**src/rtl/arb_mux.sv**
```systemverilog
// N-input arbitrating multiplexer with a registered, handshaked output.
// Round-robin or fixed-priority grant; one word per cycle when unstalled.
module arb_mux #(
    parameter  int IN_WIDTH  = 8,
    parameter  int N_IN      = 4,
    localparam int SEL_WIDTH = $clog2(N_IN)
) (
    input  logic                          clk,
    input  logic                          rst_n,
    input  logic [N_IN-1:0][IN_WIDTH-1:0] in,
    input  logic [N_IN-1:0]               in_valid,
    output logic [N_IN-1:0]               in_ready,
    input  logic                          prio_mode,
    output logic [IN_WIDTH-1:0]           out,
    output logic [SEL_WIDTH-1:0]          out_sel,
    output logic                          out_valid,
    input  logic                          out_ready
);

    logic [IN_WIDTH-1:0]  out_q;
    logic [SEL_WIDTH-1:0] sel_q;
    logic                 valid_q;
    logic [SEL_WIDTH-1:0] last_q;

    logic                 load_en;
    logic                 any_req;
    logic                 hi_found;
    logic [SEL_WIDTH-1:0] first_any;
    logic [SEL_WIDTH-1:0] first_hi;
    logic [SEL_WIDTH-1:0] win;

    assign load_en = !valid_q || out_ready;
    assign any_req = |in_valid;

    // first_hi: lowest requester above the pointer; first_any: lowest overall
    always_comb begin
        hi_found  = 1'b0;
        first_any = '0;
        first_hi  = '0;
        for (int i = N_IN - 1; i >= 0; i--) begin
            if (in_valid[i]) begin
                first_any = SEL_WIDTH'(i);
                if (i > int'(last_q)) begin
                    first_hi = SEL_WIDTH'(i);
                    hi_found = 1'b1;
                end
            end
        end
    end

    always_comb begin
        win = first_any;
        if (!prio_mode && hi_found) begin
            win = first_hi;
        end
    end

    always_comb begin
        in_ready = '0;
        if (rst_n && load_en && any_req) begin
            in_ready = N_IN'(1) << win;
        end
    end

    always_ff @(posedge clk or negedge rst_n) begin
        if (!rst_n) begin
            out_q   <= '0;
            sel_q   <= '0;
            valid_q <= 1'b0;
            last_q  <= SEL_WIDTH'(N_IN - 1);
        end else if (load_en) begin
            if (any_req) begin
                out_q   <= in[win];
                sel_q   <= win;
                valid_q <= 1'b1;
                last_q  <= win;
            end else begin
                valid_q <= 1'b0;
            end
        end
    end

    assign out       = out_q;
    assign out_sel   = sel_q;
    assign out_valid = valid_q;

endmodule
```
**config.mk**
```make
export PLATFORM = sky130hd
export DESIGN_NAME = arb_mux
export DESIGN_NICKNAME = d
export VERILOG_FILES = /design/src/rtl/arb_mux.sv
export SDC_FILE = /design/constraint.sdc
export NUM_CORES = 1
export LEC_CHECK = 0
export ABC_CLOCK_PERIOD_IN_PS = 1900
export CORE_MARGIN = 2
export CORE_UTILIZATION = 34
export DETAILED_ROUTE_END_ITERATION = 7
export GPL_TIMING_DRIVEN = 0
export PLACE_DENSITY = 0.75
export SYNTH_ARGS = -nofsm -noshare
export SYNTH_HDL_FRONTEND = slang
export SYNTH_SLANG_ARGS = --single-unit
```
**constraint.sdc**
```tcl
create_clock -name clk -period 1.9 [get_ports clk]
set_clock_uncertainty 0.2 [all_clocks]
set_input_delay 0.285 -clock clk [delete_from_list [all_inputs] [get_ports clk]]
set_output_delay 0.285 -clock clk [all_outputs]
set_load 0.02 [all_outputs]
```
==> flow_summary.yaml <==
power:
  p_leak_nw: 0.711
  p_per_area_nw_per_um2: 680
  switchingPower_mw: 0.460
  internal-power_mw: 0.776
  power_mw: 1.24
  comb_power_share_pct: 55.9
  clkPwrFrac_pct: 14.7
  p_sw_share_pct: 37.2
  ir_drop_v: 0.000499
  sequentialPowerShare_pct: 29.4
status:
  status: "finished, violations left"
  violations: "negative setup slack"
routing:
  route.met2.wl_um: 1910
  drt_first_iter_violations: 46
  drc_errors: 0
  wire_per_inst_um: 17.0
  routed_wirelength_um: 3570
  ant_nets: 0
  highest_layer: "met4"
  met1_length_um: 1410
  via_per_inst: 5.56
  firstDrtPassIters: 4
  route.met3.wl_um: 204
  vias: 1168
clocking:
  h-tree-depth: 1
  insertion_delay_ps: 290
  ctsLongestPathBuffers: 2
  clock-root-buffer: "clkbuf_4"
  clock_sinks: 13
  clk_pin_slew_ps: 90
  cts_tree: "yes"
  cts_buffers: 3
sta:
  fin_ws_ps: -498
  tightest_slew_ps: 798
  period_needed_ps: 2400
  rsz0062_at_grt: "yes"
  period_share_pct: 126
  setup_viol: 12
  hold_viol_final: 0
  fin_hold_ws_ps: 157
  maxSlewHeadroom_pct: 46.6
  max_freq_ghz: 0.417
  finalMaxSlewViolations: 0
  setup_tns_ps: -4010
setup_path:
  start_kind: "flop"
  reg2reg_from: "last_q[1]"
  critPathMaxFanout: 4
  crit_start: "last_q[0]"
  r2r_slack_ps: -330
  required_ps: 1410
  end_kind: "output port"
  path_class: "reg2out"
  arrival_ps: 1910
place:
  dp_hpwl_um: 2490
  place_congestion: 0.803
  place.port_buffers: 54
  place_area_um2: 1640
yosys:
  synth_area_leaders: "dfrtp_1, o221ai_2, a221oi_1, nand4b_1, dfstp_2"
  yosys.cell_types.count: 35
  async_flop_share_pct: 100
  syn-instance-count: 108
  ys_seq_area_share_pct: 33.1
  yosys-top-cells-count: "nor2_1, nand2_1, dfrtp_1"
  synthesis.area_um2: 990
  ys_ff_latch: 13
  ys.flop_type: "dfrtp_1"
  synth_edf_count: 0
  yosysTopAreaCellShare_pct: 27.8
  synth_nets: 148
  yosysMostFrequentCell: "nor2_1"
  yosys_warnings: 0
  syn_area_per_cell_um2: 9.16
  synth_area_leader_cell: "dfrtp_1"
final_layout:
  final_nets: 220
  syn_to_final_growth_pct: 83.7
  stdcell_area_um2: 1820
  drive_gt1_share_pct: 33.5
  antenna_cells: 0
  final_core_util_pct: 65.9
global_routing:
  grt_usage_pct: 21.7
  grt_remaining_overflow: 0
  grt_max_degree: 16
  grt_pass1_wl_um: 5640
  grt_pass1_vias: 1185
  antenna_found_initial: 0
die:
  io_pins: 55
  core-area_um2: 2760
  initial_core_util_pct: 35.9
  die_height_um: 58.0
  row_count: 19
  die_area_um2: 3360
  die-width_um: 58.0
worst_hold_path:
  hold_start: "in_valid[3]"
  hp-class: "in2reg"
job:
  maxCapViolations: 0
-- critical path, cell delays in order (launching register included) --
cell,delay (ps)
dfstp_2,550
nand2b_4,140
nor3_2,50
a221o_2,340
buf_8,140
inv_4,50
nand3_4,80
nor2_4,130
buf_6,120
-- placed cells by master, fill, tap and decap left out, types with 2 or more instances in the layout --
cell	netlist	layout
a21o_2	3	3
a21oi_1	5	5
a221oi_1	7	6
buf_4	1	12
buf_6	3	6
buf_8	0	2
clkbuf_4	0	3
clkdlybuf4s15_2	0	2
clkdlybuf4s50_1	0	46
dfrtp_1	11	11
dfstp_2	2	2
inv_1	4	3
inv_4	0	2
nand2_1	13	13
nand3_1	4	2
nand3_4	0	2
nand4b_1	7	7
nor2_1	14	10
nor2_4	0	5
o21ai_0	5	4
o21ai_1	1	2
o221ai_2	7	7
-- layer usage --
metal,track usage (%),vias up
met3,2.90,5
li1,-,551
met5,0,-
met2,39.4,56
met1,26.9,556
met4,5.65,0
-- path summary, 6_finish.rpt --
kind	to	cells after the start
max in group asynchronous	out[0]	1
worst max register to register	out[2]	8
worst min register to register	out_sel[0]	2
worst min-delay path	out_valid	3
worst max-delay path	in_ready[3]	8
min in group asynchronous	out[3]	1
-- power groups by stage --
| stage | Clock, mW | Combinational [mW] | Sequential [mW] |
|---|---|---|---|
| global route | 0.196 | 0.734 | 0.373 |
| floorplan | 0 | 0.279 | 0.426 |
| detailed placement | 0 | 0.581 | 0.374 |
| finish | 0.182 | 0.691 | 0.364 |
| CTS | 0.185 | 0.651 | 0.366 |
| global placement | 0 | 0.572 | 0.371 |
-- through the flow --
step,cells,setup slack [ps]
6_report,210,-498
5_1_grt,210,-572
4_1_cts,205,-512
3_5_place_dp,193,-1380
3_3_place_gp,193,-1340
2_1_floorplan,108,-121
-- cells by family (layout without fill, tap and decap cells) --
| kind of cell | Yosys count | after routing | synth area share [%] |
|---|---|---|---|
| AND/OR/NAND/NOR | 49 | 50 | 27.2 |
| AO/OA/AOI/OAI | 34 | 34 | 29.8 |
| flip-flops | 13 | 13 | 33.1 |
| buffers and inverters | 11 | 81 | 8.85 |
| multiplexers | 1 | 1 | 1.01 |
-- repair_timing --
item / 4_1_cts / 5_1_grt
setup endpoints to repair: 14 / 14
setup buffers: 7 / 6
gates cloned: 1 / 0
gates resized for setup: 41 / 7
pin swaps: 7 / 4
hold buffers: 0 / 0
-- area by class of cell --
cell class | instances | area, um^2
inverter | 5 | 23.8
timing repair buffer | 66 | 641
fill | 225 | 940
clock buffer | 3 | 22.5
clock inverter | 1 | 5.00
sequential | 13 | 328
buffer | 6 | 83.8
tap | 31 | 38.8
multi-input combinational | 85 | 676
-- flip-flops by register name (all words and copies together) (netlist names) --
| register | count |
|---|---|
| out_sel | 2 |
| out | 8 |
| last_q | 2 |
| out_valid | 1 |
No activity file was read; power rests on OpenSTA's default activity.
